## src/rtl/acc_store_unit_pkg.sv

```systemverilog
// -----------------------------------------------------------------------------
// acc_store_pkg
// Shared definitions for the accumulator store unit:
//   - acc_state_e : FSM state encodings (IDLE, WRITE, READ, DONE)
//   - ERR_*       : err_code values reported with the done pulse
// The READ encoding exists in every build. It is only entered when
// ACC_STORE_VERIFY_EN is defined.
// -----------------------------------------------------------------------------
package acc_store_pkg;

    typedef enum logic [1:0] {
        ST_IDLE  = 2'd0,
        ST_WRITE = 2'd1,
        ST_READ  = 2'd2,
        ST_DONE  = 2'd3
    } acc_state_e;

    localparam logic [1:0] ERR_OK       = 2'b00;
    localparam logic [1:0] ERR_WR_TO    = 2'b01;
    localparam logic [1:0] ERR_RD_TO    = 2'b10;
    localparam logic [1:0] ERR_MISMATCH = 2'b11;

endpackage

```

## src/rtl/acc_store_unit_if.sv

```systemverilog
// -----------------------------------------------------------------------------
// acc_store_unit_if
// Data-memory port between the store unit (master) and memory (slave).
//   mem_addr   master->slave  ADDR_W  address of the access
//   mem_wdata  master->slave  DATA_W  write data
//   mem_wr_req master->slave  1       write request
//   mem_rd_req master->slave  1       read request
//   mem_rdata  slave->master  DATA_W  read data, valid with mem_ack during a read
//   mem_ack    slave->master  1       acknowledge
// Handshake: a request stays high, with addr/wdata stable, until the slave
// raises mem_ack. The access completes at the first rising edge where the
// request and mem_ack are both high, and the request drops after that edge.
// The master may also withdraw a request after its own timeout. mem_ack while
// no request is high has no effect. mem_wr_req and mem_rd_req are never high
// at the same time.
// -----------------------------------------------------------------------------
interface acc_store_unit_if #(
    parameter int ADDR_W = 12,
    parameter int DATA_W = 16
);
    logic [ADDR_W-1:0] mem_addr;
    logic [DATA_W-1:0] mem_wdata;
    logic              mem_wr_req;
    logic              mem_rd_req;
    logic [DATA_W-1:0] mem_rdata;
    logic              mem_ack;

    modport master (
        output mem_addr, mem_wdata, mem_wr_req, mem_rd_req,
        input  mem_rdata, mem_ack
    );

    modport slave (
        input  mem_addr, mem_wdata, mem_wr_req, mem_rd_req,
        output mem_rdata, mem_ack
    );
endinterface

```

## src/rtl/acc_store_unit_wait_timer.sv

```systemverilog
// -----------------------------------------------------------------------------
// acc_wait_timer
// Clear/enable wait counter. expire_o is high while the count equals
// TIMEOUT-1. The count holds at that value instead of wrapping.
// Ports:
//   clk_50m   in   system clock
//   reset     in   synchronous, active-high
//   clr_i     in   force count to 0 (has priority over en_i)
//   en_i      in   count one cycle of waiting
//   expire_o  out  count == TIMEOUT-1
// -----------------------------------------------------------------------------
module acc_wait_timer #(
    parameter int TIMEOUT = 15
) (
    input  logic clk_50m,
    input  logic reset,
    input  logic clr_i,
    input  logic en_i,
    output logic expire_o
);
    localparam int CNT_W = (TIMEOUT > 1) ? $clog2(TIMEOUT) : 1;
    localparam logic [CNT_W-1:0] CNT_LAST = CNT_W'(TIMEOUT - 1);

    logic [CNT_W-1:0] cnt_q;
    logic [CNT_W-1:0] cnt_d;

    assign expire_o = (cnt_q == CNT_LAST);

    always_comb begin
        cnt_d = cnt_q;
        if (clr_i) begin
            cnt_d = '0;
        end else if (en_i && !expire_o) begin
            cnt_d = cnt_q + 1'b1;
        end
    end

    always_ff @(posedge clk_50m) begin
        if (reset) begin
            cnt_q <= '0;
        end else begin
            cnt_q <= cnt_d;
        end
    end
endmodule

```

## src/rtl/acc_store_unit.sv

```systemverilog
// -----------------------------------------------------------------------------
// acc_store_unit
// Captures the accumulator value on a store command and writes it to data
// memory over a req/ack handshake, with a bounded wait. When the
// ACC_STORE_VERIFY_EN macro is defined, every acknowledged write is followed by
// a read-back of the same address and a compare.
// Ports:
//   clk_50m      in   system clock, posedge
//   reset        in   synchronous, active-high
//   st_start_i   in   store command, accepted only in IDLE
//   st_addr_i    in   store address, sampled with st_start_i
//   acc_in_i     in   accumulator value, sampled with st_start_i
//   busy_o       out  high whenever the FSM is not IDLE
//   done_o       out  one-cycle pulse ending every accepted store
//   err_code_o   out  result code, valid with done_o, held until next accept
//   dbg_state_o  out  current FSM state
//   mem_bus      master modport of acc_store_unit_if
// -----------------------------------------------------------------------------
module acc_store_unit
    import acc_store_pkg::*;
#(
    parameter int DATA_W  = 16,
    parameter int ADDR_W  = 12,
    parameter int TIMEOUT = 15
) (
    input  logic              clk_50m,
    input  logic              reset,
    input  logic              st_start_i,
    input  logic [ADDR_W-1:0] st_addr_i,
    input  logic [DATA_W-1:0] acc_in_i,
    output logic              busy_o,
    output logic              done_o,
    output logic [1:0]        err_code_o,
    output acc_state_e        dbg_state_o,
    acc_store_unit_if.master  mem_bus
);
    acc_state_e        state_q;
    logic [ADDR_W-1:0] addr_q;
    logic [DATA_W-1:0] data_q;
    logic              wr_req_q;
    logic              done_q;
    logic [1:0]        err_q;
    logic              counting;
    logic              tmr_expire;

`ifdef ACC_STORE_VERIFY_EN
    logic              rd_req_q;

    // The first READ cycle is a bubble with no request high. The read request
    // starts one cycle after the write request drops, and the wait counter
    // starts again from 0 for the read.
    assign counting = (state_q == ST_WRITE) || ((state_q == ST_READ) && rd_req_q);
    assign mem_bus.mem_rd_req = rd_req_q;
`else
    assign counting = (state_q == ST_WRITE);
    assign mem_bus.mem_rd_req = 1'b0;
`endif

    acc_wait_timer #(
        .TIMEOUT (TIMEOUT)
    ) u_wait_timer (
        .clk_50m  (clk_50m),
        .reset    (reset),
        .clr_i    (!counting),
        .en_i     (counting && !mem_bus.mem_ack),
        .expire_o (tmr_expire)
    );

    assign mem_bus.mem_addr   = addr_q;
    assign mem_bus.mem_wdata  = data_q;
    assign mem_bus.mem_wr_req = wr_req_q;
    assign busy_o             = (state_q != ST_IDLE);
    assign done_o             = done_q;
    assign err_code_o         = err_q;
    assign dbg_state_o        = state_q;

    always_ff @(posedge clk_50m) begin
        if (reset) begin
            state_q  <= ST_IDLE;
            addr_q   <= '0;
            data_q   <= '0;
            wr_req_q <= 1'b0;
            done_q   <= 1'b0;
            err_q    <= ERR_OK;
`ifdef ACC_STORE_VERIFY_EN
            rd_req_q <= 1'b0;
`endif
        end else begin
            done_q <= 1'b0;
            case (state_q)
                ST_IDLE: begin
                    if (st_start_i) begin
                        addr_q   <= st_addr_i;
                        data_q   <= acc_in_i;
                        err_q    <= ERR_OK;
                        wr_req_q <= 1'b1;
                        state_q  <= ST_WRITE;
                    end
                end
                ST_WRITE: begin
                    // If ack and expiry arrive in the same cycle, the ack wins.
                    if (mem_bus.mem_ack) begin
                        wr_req_q <= 1'b0;
`ifdef ACC_STORE_VERIFY_EN
                        state_q  <= ST_READ;
`else
                        state_q  <= ST_DONE;
                        done_q   <= 1'b1;
`endif
                    end else if (tmr_expire) begin
                        wr_req_q <= 1'b0;
                        err_q    <= ERR_WR_TO;
                        state_q  <= ST_DONE;
                        done_q   <= 1'b1;
                    end
                end
`ifdef ACC_STORE_VERIFY_EN
                ST_READ: begin
                    if (!rd_req_q) begin
                        rd_req_q <= 1'b1;
                    end else if (mem_bus.mem_ack) begin
                        rd_req_q <= 1'b0;
                        err_q    <= (mem_bus.mem_rdata == data_q) ? ERR_OK : ERR_MISMATCH;
                        state_q  <= ST_DONE;
                        done_q   <= 1'b1;
                    end else if (tmr_expire) begin
                        rd_req_q <= 1'b0;
                        err_q    <= ERR_RD_TO;
                        state_q  <= ST_DONE;
                        done_q   <= 1'b1;
                    end
                end
`endif
                ST_DONE: begin
                    state_q <= ST_IDLE;
                end
                default: begin
                    state_q <= ST_IDLE;
                end
            endcase
        end
    end
endmodule

```

## src/flat_wrapper.sv

```systemverilog
// flat-port wrapper written by rule: the top's interface ports become plain ports
module acc_store_unit_flat import acc_store_pkg::*;
#(
    parameter int DATA_W  = 16,
    parameter int ADDR_W  = 12,
    parameter int TIMEOUT = 15
)
  (clk_50m, reset, st_start_i, st_addr_i, acc_in_i, busy_o, done_o, err_code_o, dbg_state_o, mem_bus_mem_addr, mem_bus_mem_wdata, mem_bus_mem_wr_req, mem_bus_mem_rd_req, mem_bus_mem_rdata, mem_bus_mem_ack);
  acc_store_unit_if #(.ADDR_W(ADDR_W), .DATA_W(DATA_W)) mem_bus_i ();
  input  logic clk_50m;
  input  logic reset;
  input  logic st_start_i;
  input  logic [ADDR_W-1:0] st_addr_i;
  input  logic [DATA_W-1:0] acc_in_i;
  output logic busy_o;
  output logic done_o;
  output logic [1:0] err_code_o;
  output acc_state_e dbg_state_o;
  output wire logic [$bits(mem_bus_i.mem_addr)-1:0] mem_bus_mem_addr;
  output wire logic [$bits(mem_bus_i.mem_wdata)-1:0] mem_bus_mem_wdata;
  output wire logic [$bits(mem_bus_i.mem_wr_req)-1:0] mem_bus_mem_wr_req;
  output wire logic [$bits(mem_bus_i.mem_rd_req)-1:0] mem_bus_mem_rd_req;
  input wire logic [$bits(mem_bus_i.mem_rdata)-1:0] mem_bus_mem_rdata;
  input wire logic [$bits(mem_bus_i.mem_ack)-1:0] mem_bus_mem_ack;
  assign mem_bus_mem_addr = mem_bus_i.mem_addr;
  assign mem_bus_mem_wdata = mem_bus_i.mem_wdata;
  assign mem_bus_mem_wr_req = mem_bus_i.mem_wr_req;
  assign mem_bus_mem_rd_req = mem_bus_i.mem_rd_req;
  assign mem_bus_i.mem_rdata = mem_bus_mem_rdata;
  assign mem_bus_i.mem_ack = mem_bus_mem_ack;
  acc_store_unit #(.DATA_W(DATA_W), .ADDR_W(ADDR_W), .TIMEOUT(TIMEOUT)) u_core (.clk_50m(clk_50m), .reset(reset), .st_start_i(st_start_i), .st_addr_i(st_addr_i), .acc_in_i(acc_in_i), .busy_o(busy_o), .done_o(done_o), .err_code_o(err_code_o), .dbg_state_o(dbg_state_o), .mem_bus(mem_bus_i));
endmodule
```

## config.mk

```make
export PLATFORM = sky130hd
export DESIGN_NAME = acc_store_unit_flat
export DESIGN_NICKNAME = d
export VERILOG_FILES = /design/src/rtl/acc_store_unit_pkg.sv /design/src/rtl/acc_store_unit_if.sv /design/src/rtl/acc_store_unit_wait_timer.sv /design/src/rtl/acc_store_unit.sv /design/src/flat_wrapper.sv
export SDC_FILE = /design/constraint.sdc
export NUM_CORES = 1
export LEC_CHECK = 0
export ABC_AREA = 0
export CORE_MARGIN = 4
export CORE_UTILIZATION = 40
export DETAILED_ROUTE_END_ITERATION = 7
export DONT_BUFFER_PORTS = 1
export HOLD_SLACK_MARGIN = 0.02
export PLACE_DENSITY = 0.58
export SETUP_SLACK_MARGIN = 0.05
export SLEW_MARGIN = 0
export SYNTH_ARGS = -nofsm -noshare
export SYNTH_HDL_FRONTEND = slang
export SYNTH_SLANG_ARGS = --single-unit
```

## constraint.sdc

```tcl
create_clock -name clk_50m -period 2.4 [get_ports clk_50m]
set_input_delay 0.48 -clock clk_50m [delete_from_list [all_inputs] [get_ports clk_50m]]
set_output_delay 0.48 -clock clk_50m [all_outputs]
set_load 0.05 [all_outputs]
```

==> results by group, run 1 <==
Outcome
  • Outcome: completed

STA
  • Final TNS setup: 0 ps
  • Finish-stage setup viols: 0
  • Minimum clock period: 1770 ps
  • Slew Viols, Final: 0
  • Worst-margin pin slew: 974 ps
  • Clock skew: 8.65 ps
  • F_max: 565 MHz
  • Final hold violations: 0
  • Unrepaired setup endpoints after global routing: false
  • Worst setup margin: 631 ps
  • Relative slew margins: 35.1%
  • Final Cycle Share: approximately three quarters

Clocking
  • Clock Path Buffers: 2
  • Reg clk slew, reported paths: 110 ps
  • Hold_buf cts: 0
  • Number of gates resized after CTS: 0
  • Insertion delay to the later sink of the worst-skew pair: 330 ps
  • CTS buffer count: 5
  • Max H-tree Level: 2
  • Post-CTS Setup Bufs: 0
  • CTS root buf: clkbuf_4
  • CTS sink cnt: 37
  • CTS tree: yes

Synthesis
  • Adder-cell share of the synthesized area: 1.84%
  • Sequential area share after synthesis: between 50 and 60%
  • Post-Synthesis Cells: around 160
  • Avg Inst Size Synth: 8.28 um^2
  • Mapped Area: 1360 um^2
  • Post-synthesis simple-gate area fraction: 23.5%
  • Register bit count reported by yosys: 37
  • Library cells used by synthesis: 23
  • Synth Area in Compound Gates: 13.5%
  • Largest family of logic cells by synthesized area: simple AND/OR/NAND/NOR gates
  • Ys Warns: 0
  • Post-synthesis xor/xnor area fraction: 0.645%
  • Mux contribution to synthesized area: 0%

Die
  • Cell Rows: 20
  • I/O pin cnt: 84
  • Die area: between 4000 and 5000 um^2
  • Core Region: 3150 um^2
  • Die Y: 66.3 um
  • Initial Utilization: a little over two fifths
  • Die Span X: ~66 um

Power and ir drop
  • Leak: 0.549 nW
  • Worst VDD drop: 0.000403 V
  • Pwr Density: about 910 nW/um^2

Critical path
  • Critical Path, Cell by Cell: buf_4 > or2_2
  • Worst EP required: 1920 ps
  • Critical Path AT: 1290 ps
  • Slowest CP cell: or2_2
  • CP endpoint kind: output port
  • Critical path fanouts, max: 7
  • FF-to-FF path depth: 3
  • Startpoint types: flip-flop
  • Reg-to-reg endpoint: u_core.err_code_o[0]
  • Crit path kind: reg -> out
  • Reg2reg start: u_core.dbg_state_o[1]
  • Slowest Stage Delay on Critical Path: between 400 and 500 ps
  • FF-to-FF setup slack: around 840 ps

Detailed routing
  • WL/cell: 14.3 um
  • Post-DRT Antenna Nets: 0
  • Vias per Instance: 5.11
  • Starting DRT DRC Count: 51
  • Total Wirelength: 2970 um
  • TritonRoute pass-1 iters: 4
  • Via Count: about 1.1k
  • DRC: 0

Global route
  • Overflow after GRT: 0
  • Number of global-route vias before repair: 1109
  • First-pass GRT wire length: 4740 um
  • Pin count of the biggest net entering global routing: 33
  • Initial antenna violation count: 0
  • GR Util All Layers: between 10 and 15%

Final layout
  • Share of cells above drive strength 1: 7.32%
  • Fill count: 330
  • ANT cells: 0
  • Area Growth Syn to Fin: 7.56%
  • Nets: 213
  • Most frequent cells in the layout: nand2_1 (57), dfxtp_1 (37), a21oi_1 (28)
  • Most common cell after layout, fill and taps aside: nand2_1

Hold path
  • Hold Path End: u_core.mem_bus.mem_addr[8]
  • Hold Path Stages: 1
  • Hold Startpoint: reset
  • HP Class: in -> reg

Placed design
  • GPL Wtd Cong: a little over 0.8
  • Pre-CTS WS: 697 ps
  • Final HPWL DP: 2140 um
  • Port bufs: 0

Run
  • Max Cap Violations: 0
[worst max-delay path, delay by kind of cell, from the launching register on]
family | cells | cell delay, ps
buffers and inverters | 1 | 200
flip-flops | 1 | 320
AND/OR/NAND/NOR | 1 | 450
[how the worst max path moves through the flow]
stage | endpoint | startpoint | depth (start not counted) | slack (ps)
floorplan | busy_o | u_core.dbg_state_o[1] | 1 | 850
global placement | u_core.err_code_o[0] | st_start_i | 3 | 700
detailed placement | u_core.err_code_o[0] | st_start_i | 3 | 700
CTS | busy_o | u_core.dbg_state_o[1] | 2 | 600
global route | busy_o | u_core.dbg_state_o[1] | 2 | 580
finish | busy_o | u_core.dbg_state_o[1] | 2 | 630
[area by class of cell]
class	count	area, um^2	area share (%)
flip-flops and latches	37	741	50.7
clock inverters	1	30.0	2.06
clock buffers	7	55.1	3.77
repair buffers	3	22.5	1.54
well taps	44	55.1	3.77
inverters	2	7.51	0.514
multi-input cells	114	549	37.6
[report_power, final]
part	switching [W]	internal [W]
Sequential	0.000127	0.000647
Combinational	0.0000706	0.0000322
Clock	0.000196	0.000249
Total	0.000394	0.000928
[routing by layer]
metal | global-route usage [%] | share of wire, %
met1 | 14.1 | 40
met2 | 25.5 | 48
met3 | 7.82 | 11
met4 | 4.57 | 1.1
met5 | 0 | 0
[cells in the mapped netlist]
cell | number | area share [%]
nor4bb_1 | 1 | 0.74
clkbuf_1 | 4 | 1.1
conb_1 | 1 | 0.28
xnor2_1 | 1 | 0.65
or3b_1 | 2 | 1.3
a21oi_1 | 28 | 10
nor3b_1 | 2 | 1.1
o21bai_1 | 1 | 0.55
nor2_1 | 7 | 1.9
nand4b_1 | 1 | 0.65
buf_4 | 3 | 1.7
nor2b_1 | 1 | 0.46
or2_2 | 1 | 0.46
ha_1 | 2 | 1.8
buf_6 | 1 | 0.83
a32oi_1 | 1 | 0.65
dfxtp_1 | 37 | 55
nand2_1 | 57 | 16
a211oi_1 | 2 | 1.1
buf_2 | 4 | 1.5
inv_1 | 2 | 0.55
a31oi_1 | 2 | 0.92
nor3_1 | 3 | 1.1
[sequential cells by signal, summed over array words and instances, names as in the netlist]
name,flops
u_core.mem_bus.mem_addr,12
u_core.dbg_state_o,2
u_core.done_o,1
u_core.mem_bus.mem_wr_req,1
u_core.err_code_o,1
u_core.u_wait_timer.cnt_q,4
u_core.mem_bus.mem_wdata,16
[logic make-up (layout without fill, tap and decap cells)]
group | count (synthesis) | count (layout)
other cells | 1 | 2
buf+inv | 14 | 13
compound gates | 34 | 34
flops | 37 | 37
fa+ha+maj | 2 | 2
simple gates | 75 | 75
xor+xnor | 1 | 1
[metrics by stage]
step / utilization (%) / cells / hold slack [ps] / instance area, um^2 / power, W
floorplan: - / 165 / 459 / 1360 / 0.000882
global placement: 43.6 / 200 / 487 / 1380 / 0.000887
detailed placement: 43.6 / 200 / 504 / 1380 / 0.000893
CTS: 46.3 / 208 / 177 / 1460 / 0.00134
global route: 46.3 / 208 / 155 / 1460 / 0.00139
finish: 46.3 / 208 / 199 / 1460 / 0.00132
Power figures use the tool's default switching activity.
==> inputs of run 2 (changes only) <==
clock period = 1.75 ns   (was 2.4 ns; I/O delays follow)
==> results by group, run 2 (same netlist as run 1, synthesis figures left out) <==
Die
  • Cell Rows: 20 (unchanged)
  • Die Span X: 66.3 um (unchanged)
  • Core Region: 3150 um^2 (unchanged)
  • Initial Utilization: 43.1% (unchanged)
  • I/O pin cnt: 84 (unchanged)
  • Die area: 4390 um^2 (unchanged)
  • Die Y: 66.3 um (unchanged)

STA
  • Slew Viols, Final: 0 (unchanged)
  • F_max: 653 MHz
  • Unrepaired setup endpoints after global routing: false
  • Worst-margin pin slew: 522 ps (-451 ps)
  • Finish-stage setup viols: 0 (unchanged)
  • Final hold violations: 0 (unchanged)
  • Final TNS setup: 0 ps (unchanged)
  • Relative slew margins: 65.1% (+30 points)
  • Clock skew: 8.70 ps (+0.0459 ps)
  • Minimum clock period: 1530 ps
  • Final Cycle Share: 87.5%

Detailed routing
  • Total Wirelength: 2880 um (-2.8%)
  • DRC: 0 (unchanged)
  • TritonRoute pass-1 iters: 4 (unchanged)
  • Starting DRT DRC Count: 22 (-57%)
  • DR top layer: met4
  • Via Count: 1055 (-0.75%)
  • Post-DRT Antenna Nets: 0 (unchanged)
  • DR WL met3: 377 um (+19%)
  • WL/cell: 13.7 um (-3.7%)
  • Routed length on met2: 1330 um (-7.3%)
  • Vias per Instance: 5.02 (-1.7%)
  • Metal1 wirelength: 1130 um (-4.5%)

Clocking
  • CTS root buf: clkbuf_4
  • CTS tree: yes
  • Clock Path Buffers: 2 (unchanged)
  • Insertion delay to the later sink of the worst-skew pair: 330 ps (about the same)
  • Max H-tree Level: 2 (unchanged)
  • CTS buffer count: 5 (unchanged)
  • CTS sink cnt: 37 (unchanged)
  • Post-CTS Setup Bufs: 0 (unchanged)
  • Reg clk slew, reported paths: 100 ps (about the same)

Placed design
  • Final HPWL DP: 2130 um (-0.47%)
  • Port bufs: 0 (unchanged)
  • GPL Wtd Cong: 0.818 (-0.13%)

Final layout
  • Nets: 216 (+1.4%)
  • Share of cells above drive strength 1: 8.43% (+1.1 points)
  • ANT cells: 0 (unchanged)
  • Max FFs per register: 16 (unchanged)
  • Most frequent cells in the layout: nand2_1 (57), dfxtp_1 (37), a21oi_1 (28)
  • Most common cell after layout, fill and taps aside: nand2_1
  • Area Growth Syn to Fin: 7.19%

Hold path
  • Hold Path End: u_core.mem_bus.mem_wdata[10]
  • HP Class: in -> reg
  • Hold Path Stages: 1 (unchanged)
  • Hold Startpoint: reset

Power and ir drop
  • Logic gate share of total power: 9.0% (+1.2 points)
  • Worst VDD drop: 0.000526 V (+30%)
  • Net Switching: 0.000516 W (+31%)
  • Clock power share: 26.4% (-7.2 points)
  • Switching Share: 31.4% (+1.6 points)
  • Sequential Power Share: 64.6% (+6.0 points)
  • Leak: 0.549 nW (about the same)
  • Pint: 0.00113 W (+21%)
  • Pwr Total: 0.00164 W (+24%)
  • Pwr Density: 1130 nW/um^2 (+25%)

Run
  • Max Cap Violations: 0 (unchanged)

Global route
  • Number of global-route vias before repair: 1065 (-4.0%)
  • GR Util All Layers: 14.2% (-0.15 points)
  • Overflow after GRT: 0 (unchanged)
  • Pin count of the biggest net entering global routing: 33 (unchanged)
  • First-pass GRT wire length: 4650 um (-1.9%)
  • Initial antenna violation count: 0 (unchanged)

Critical path
  • FF-to-FF path depth: 4 (+1)
  • Reg-to-reg endpoint: u_core.u_wait_timer.cnt_q[2]
  • Worst EP required: 1400 ps (-520 ps)
  • Critical path fanouts, max: 7 (unchanged)
  • FF-to-FF setup slack: 340 ps (-500 ps)
  • Critical Path AT: 1180 ps (-110 ps)
  • Startpoint types: flip-flop
  • Reg2reg start: u_core.dbg_state_o[0]
  • Crit path kind: reg -> out
  • CP endpoint kind: output port

Outcome
  • Outcome: completed
==> run 2: worst max-delay path by stage <==
| stage | start | end | slack [ps] | cells past startpoint |
|---|---|---|---|---|
| 2_1_floorplan | u_core.dbg_state_o[0] | u_core.u_wait_timer.cnt_q[2] | 220 | 4 |
| 3_3_place_gp | st_start_i | u_core.mem_bus.mem_addr[8] | 340 | 4 |
| 3_5_place_dp | st_start_i | u_core.mem_bus.mem_addr[1] | 310 | 4 |
| 4_1_cts | u_core.dbg_state_o[1] | busy_o | 90 | 2 |
| 5_1_grt | u_core.dbg_state_o[1] | busy_o | 140 | 2 |
| 6_report | u_core.dbg_state_o[1] | busy_o | 220 | 2 |
==> run 2: final cells by class <==
class                      count  area, um^2
timing repair buffer           6        45.0
sequential                    37         741
inverter                       2        7.51
fill                         336        1700
multi-input combinational    114         552
clock buffer                   7        55.1
tap                           44        55.1
==> run 2: routing by layer <==
layer	vias to the layer above	global-route usage, %
met2	51	23.5
met5	-	0
met4	0	5.33
met3	6	8.84
li1	532	-
met1	466	14.4
==> run 2: power by group through the flow <==
stage / Combinational [W] / Sequential (W) / Clock (W)
after floorplan: 0.000125 / 0.00108 / 0
after global placement: 0.000142 / 0.00108 / 0
after global routing: 0.000168 / 0.00107 / 0.000506
after detailed placement: 0.000150 / 0.00108 / 0
final: 0.000149 / 0.00106 / 0.000433
after CTS: 0.000149 / 0.00106 / 0.000456
==> run 2: per-stage QoR <==
stage / util (%) / hold WS [ps] / area, um^2 / setup WS (ps) / cells
2_1_floorplan: - / 429 / 1360 / 215 / 165
3_3_place_gp: 44.3 / 423 / 1400 / 342 / 203
3_5_place_dp: 44.3 / 425 / 1400 / 315 / 203
4_1_cts: 46.1 / 57.0 / 1450 / 93.8 / 210
5_1_grt: 46.2 / 30.7 / 1460 / 145 / 210
6_report: 46.2 / 79.2 / 1460 / 219 / 210
==> run 2: what timing repair did <==
| action | 4_1_cts | 5_1_grt |
|---|---|---|
| gates resized for setup | 0 | 1 |
| endpoints found under the setup margin | 0 | 1 |
| hold buffers | 0 | 0 |
==> run 2: critical path, cell delays in order, from the launching register on <==
cell and delay, ps:
dfxtp_1 320, buf_4 200, or2_4 350
